===== src/rtl/fetch_redirect_unit.sv =====
// IF-stage PC owner: steers fetch from the D-stage branch/jump decision; a decision shows on f_pc one cycle later.
// stall freezes everything and drops the decision; f_hold freezes only the PC and parks one target until fetch resumes.
module fetch_redirect_unit #(
  parameter logic [31:0] PC_RESET = 32'h0000_3000,
  parameter int          PC_STEP  = 4
) (
  input  logic        clk,
  input  logic        reset,
  input  logic        stall,
  input  logic        f_hold,
  input  logic [2:0]  npc_op,
  input  logic        branch,
  input  logic [31:0] d_pc,
  input  logic [15:0] imm16,
  input  logic [25:0] instr_index,
  input  logic [31:0] rs_val,
  output logic [31:0] f_pc,
  output logic        redirect,
  output logic        pending,
  output logic        misalign
);

  localparam logic [31:0] STEP = 32'(PC_STEP);

  logic [31:0] pc;
  logic [31:0] tgt;
  logic [31:0] target;
  logic [31:0] br_off;
  logic        fire;

  assign br_off = {{14{imm16[15]}}, imm16, 2'b00};

  always_comb begin
    target = d_pc + 32'd4;
    case (npc_op)
      3'd1:    target = d_pc + 32'd4 + br_off;
      3'd2:    target = {d_pc[31:28], instr_index, 2'b00};
      3'd3:    target = rs_val;
      default: target = d_pc + 32'd4;
    endcase
  end

  // A not-taken conditional branch falls through as a plain sequential fetch.
  assign fire = !stall && ((npc_op == 3'd2) || (npc_op == 3'd3) ||
                           ((npc_op == 3'd1) && branch));

  always_ff @(posedge clk) begin
    if (reset) begin
      pc       <= PC_RESET;
      tgt      <= 32'd0;
      pending  <= 1'b0;
      redirect <= 1'b0;
      misalign <= 1'b0;
    end else if (stall) begin
      redirect <= 1'b0;
    end else if (f_hold) begin
      redirect <= 1'b0;
      // Only the first target survives; a second one would be a branch in the delay slot.
      if (fire && !pending) begin
        tgt     <= target;
        pending <= 1'b1;
      end
    end else if (pending) begin
      pc       <= tgt;
      pending  <= 1'b0;
      redirect <= 1'b1;
      if (tgt[1:0] != 2'b00) misalign <= 1'b1;
    end else if (fire) begin
      pc       <= target;
      redirect <= 1'b1;
      if (target[1:0] != 2'b00) misalign <= 1'b1;
    end else begin
      pc       <= pc + STEP;
      redirect <= 1'b0;
    end
  end

  assign f_pc = pc;

endmodule


===== config.mk =====
export PLATFORM = sky130hd
export DESIGN_NAME = fetch_redirect_unit
export DESIGN_NICKNAME = d
export VERILOG_FILES = /design/src/rtl/fetch_redirect_unit.sv
export SDC_FILE = /design/constraint.sdc
export NUM_CORES = 1
export LEC_CHECK = 0
export ABC_AREA = 1
export ABC_CLOCK_PERIOD_IN_PS = 8600
export BUFFER_PORTS_ARGS = -buffer_cell sky130_fd_sc_hd__buf_4
export CORE_MARGIN = 5
export CORE_UTILIZATION = 40
export CTS_CLUSTER_DIAMETER = 50
export DETAILED_ROUTE_END_ITERATION = 7
export PLACE_DENSITY_LB_ADDON = 0.3
export SETUP_SLACK_MARGIN = 0.15
export SYNTH_ARGS = -nofsm -noshare
export SYNTH_HDL_FRONTEND = slang
export SYNTH_SLANG_ARGS = --single-unit

===== constraint.sdc =====
create_clock -name clk -period 8.6 [get_ports clk]
set_input_delay 1.72 -clock clk [delete_from_list [all_inputs] [get_ports clk]]
set_output_delay 1.72 -clock clk [all_outputs]
set_load 0.03 [all_outputs]

; ---- Yosys cells after proc, flatten, opt, wreduce, memory -nomap -nowiden
; Index checks and enable logic that the tools add are counted.
; Widths: inputs -> output; s select.
[classes]
n_mul = 0
shifts = 0
n_bitwise = 2
addsub = 3
eq_ne = 5
muxes = 11
div_mod_pow = 0
n_reduce_logical = 16
n_lt_le_gt_ge = 0
[ops]
columns = op, n
row1 = $pmux 32 s3, 1
row2 = $add 32x3->32 const B, 2
row3 = $mux 32, 2
row4 = $add 32x32->32, 1
row5 = $mux 1, 8
row6 = $reduce_bool 2->1, 4
row7 = $eq 3x2->1 const B, 2
row8 = $reduce_and 5->1, 1
row9 = $ne 2x1->1 const B, 2
row10 = $reduce_and 2->1, 2
row11 = $eq 3x1->1 const B, 1
row12 = $logic_and 1x1->1, 3
row13 = $reduce_and 3->1, 1
row14 = $reduce_or 3->1, 1
row15 = $logic_not 1->1, 2
row16 = $logic_or 1x1->1, 2
row17 = $not 1->1, 2
[totals]
regBits = 67
out_inout_bits = 35
rom_bits = 0
inputBits = 114
mem_bits_rw = 0
latch_bits = 0
elab_cells = 42
n_memories = 0

; ---- Logic depth before layout (Yosys ltp)
[logic_depth]
depth_word = 7
mapped_depth = 24
ltp_nobuf = 24

; ---- Least setup slack after synthesis
; Ideal clock, no wire load.
[synth_timing]
path_kind = input to register
from = input port d_pc[2]
to = register tgt[27]
setup_time_ns = 0.113
t_arrival_ns = 3.980
required_time_ns = 8.487
slack_ns = 4.507
stages = 21
path_buffers = 0
path_cell_list = ha_1 > nand2_1 > inv_1 > nand2_1 > nor2_4 > nand3_1 > nor3_2 > or2_2 > nand2_1 > inv_1 > ha_1 > nand2_1 > nor2_1 > nand2_1 > o21a_1 > nand2_1 > nand2_1 > nand3_1 > nand3_1 > o21ai_1 > inv_1
[synth_between]
elab_chain_cells = 3
[synth_rtl]
columns = element, line
row1 = from (decl), 13  ; input logic [31:0] d_pc,
row2 = $add 32x3->32 *, "36, 39"
row3 = $add 32x32->32, 36  ; 3'd1: target = d_pc + 32'd4 + br_off;
row4 = $pmux 32 s3 *, 35  ; case (npc_op)
row5 = to (signal assigned), 60  ; tgt <= target;
row6 = to (decl), 26  ; logic [31:0] tgt;
; Mark *: on every way between the ends. The rest lies on a longest branch, timed or not.
; A chain may end at the register's enable or synchronous reset.

; ---- Final worst setup path
[layout_timing]
from = input port d_pc[2]
to = register tgt[28]
; The elaborated chain is that of the path after synthesis.

==> results.md <==
* Int Power at about 0.00069 W
* Post-Synth Adder-Cell Area at about 6.1%
* Core Rows at 48
* Crit path capture type: flip-flop
* Via density at between 5 and 6
* Layout cell share with drive strength beyond 1 at between 10 and 15%
* Clock group share of total power at about a third
* Reg clk slew, reported paths at 50 ps
* Final hold slack at around 460 ps
* Final period util at 52.9%
* Later-pin clock latency in the skew report at approximately 340 ps
* Share of the synthesized area in the top cell type at about a fifth
* Post-synthesis area per instance at 5.90 um2
* Worst min-delay path class: reg -> reg
* First-pass GRT wire length at between 40 and 50 mm
* Switching Power at 0.000379 W
* Ant. Diodes at 0
* PD cells at approximately 120 mW/mm2
* Syn Inst Count at roughly 1,200
* Leakage at approximately 4.2 nW
* Fraction of the mapped netlist area in compound gates at 21.2%
* Reg power frac at between 30% and 40%
* Crit Path Category: in -> reg
* Switching share of power at a little over a third
* TritonCTS Buffers at 9
* Proportion of synthesized area in mux cells at 0%
* Synth Flop Type: dfxtp_1
* Drt drc at 0
* Hold violation total from the final report at 0
* Post-synth EDFFs at 0
* Final net count at between 1,000 and 1,500
* Gr usage total at 24.3%
* Die area at a little over 0.02 mm2
* Mapped Nets at around 1,400
* Post-Route Skew at ~6.4 ps
* Worst-path fanout max at 5
* Slew Limit Fails at 0
* Area contributors post-synth: dfxtp_1, nand2_1, inv_1
* Port bufs at 148
* Vias in the first global route at 7,975
* Largest family of logic cells by synthesized area: simple AND/OR/NAND/NOR gates
* Final setup fails at 0
* Post-cts resize count at 0
* Data arrival, critical path at approximately 4800 ps
* Setup TNS at 0 ps
* Comb pwr share at between 30% and 40%
* Root Buffer: clkbuf_16
* Die Y at approximately 140 um
* XOR/XNOR share of the synthesized area at 5.52%
* Synth cell types at between 40 and 50
* Area leader, netlist: dfxtp_1
* Commonest non-fill, non-tap cell in the layout: nand2_1
* Drt wl/cell at roughly 16 um
* Sequential share of the synthesized area at 18.8%
* Worst slew pin tran at roughly 1100 ps
* Async SR Flop Fraction at 0%
* Worst EP required at 8820 ps
* Crit path time final at about 4500 ps
* Area grow syn2layout at 21.0%
* Mapped cell area at 0.00714 mm2
* Slew Limit Headroom at roughly 29%
* Most frequent cells in the layout: nand2_1, inv_1, buf_4
* Peak supply drop at roughly 0.000097 V
* Simple-Gate Fraction of Synth Area at 35.5%
* # hold bufs at CTS at 0
* Initial core utilization at between 40 and 50%
* H-tree lvl count at 3
* Post-CTS Setup Inserts at 0
* Worst setup SP type: input port
* Clk buf depth at 2
* Routability Congestion at around 0.95
* Antenna violations before repair at 0
* Post-DP HPWL at ~21 mm
* Grt total ovfl at 0
* Core Region at about 0.017 mm2
* TritonRoute pass-1 iters at 6
* Max_cap viols at 0
* Routed WL at approximately 26 mm
* Post-route antenna net violation count at 0
* Initial DRC Count at 827
* TritonCTS clock tree: done
* Vias at 8,570
* Top-Level Pins at approximately 150
* Die X at 144 um
* Largest net degree at the start of global routing at 52
* Clk sinks at 67
* Synth Warn # at 0
* RSZ-0062 raised after global routing: false
* Outcome: completed
* Seq cells post-synth at 67
* Fmax achieved at ~220 MHz
-- worst paths after layout --
check             startpoint  endpoint  slack (ps)  cells past startpoint
setup / recovery     d_pc[2]   tgt[28]        4050                     22
hold / removal        tgt[0]    tgt[0]         460                      2
setup reg to reg     pending  misalign        5620                      6
hold reg to reg       tgt[0]    tgt[0]         460                      2
-- flip-flops by register name, indices dropped and copies added, names as in the netlist --
| name | flops |
|---|---|
| redirect | 1 |
| tgt | 32 |
| f_pc | 32 |
| pending | 1 |
| misalign | 1 |
-- Yosys cell counts (2+ instances only) --
master	instances
nand4_1	25
xnor2_1	17
dfxtp_1	67
a41oi_1	5
buf_6	7
nor4_1	3
nor2_2	5
nor3_2	2
nand3_2	4
nand2_2	4
o21ai_0	80
nor2_1	98
o21ai_1	13
o211ai_1	2
a22oi_1	35
buf_4	3
buf_1	2
a221oi_1	5
nor2_4	5
clkbuf_1	17
a31oi_1	6
a21oi_1	102
or2_2	4
o21bai_1	5
xor2_1	28
ha_1	33
nand3_1	91
nor3_1	26
buf_2	8
nand2_1	302
nand3b_1	6
a21o_1	2
inv_1	181
nand2_4	2
-- metal layers --
metal | part of all wire, % | GRT usage [%] | wire length [um]
met5 | 0 | 0 | 0
met4 | 3.2 | 8.92 | 812
met3 | 6.9 | 2.43 | 1780
met2 | 45 | 40.0 | 11600
met1 | 44 | 33.1 | 11400
-- power groups by stage --
stage / combinational [W] / sequential, W / clock [W]
6_report: 0.000362 / 0.000346 / 0.000362
5_1_grt: 0.000400 / 0.000348 / 0.000382
4_1_cts: 0.000358 / 0.000345 / 0.000366
3_5_place_dp: 0.000356 / 0.000352 / 0
3_3_place_gp: 0.000354 / 0.000352 / 0
2_1_floorplan: 0.000211 / 0.000365 / 0
-- per-stage QoR --
step	instance area, um2	util (%)	power (W)	setup slack (ps)	instances
floorplan	7140	-	0.000576	4510	1210
global placement	8350	47.9	0.000706	3800	1550
detailed placement	8350	47.9	0.000707	3750	1550
CTS	8640	49.6	0.00107	4080	1566
global route	8640	49.6	0.00113	3770	1566
finish	8640	49.6	0.00107	4050	1566
-- logic make-up (layout without fill, tap and decap cells) --
family | after synthesis | in the layout
AOI/OAI and AO/OA | 264 | 264
xor gates and xnor gates | 45 | 45
adders and majority gates | 34 | 34
buffers and inverters | 222 | 353
DFF | 67 | 67
and+or+nand+nor | 578 | 578
-- critical path: stages --
cell     delay [ps]
buf_4           120
ha_1            220
nand2_1         110
inv_1            60
nand2_1         120
nor2_4           60
inv_1            70
nor2_1           50
xnor2_1         360
inv_1            80
ha_1            360
nand2_1         100
nor2_1          310
nand2_1          90
nand2_1         160
nand3_1         120
nand2_1          90
nand2_1          50
nand3_1          80
nand3_1         190
o21ai_0         200
inv_1            50
-- layout make-up --
cell class	count	area (um2)
fill	1848	8780
clock buffer	14	254
inverter	183	688
sequential	67	1340
timing repair buffer	154	1160
tap	225	282
multi-input combinational	921	4880
clock inverter	2	35.0
Note: power is estimated with default switching activity, not from simulation.
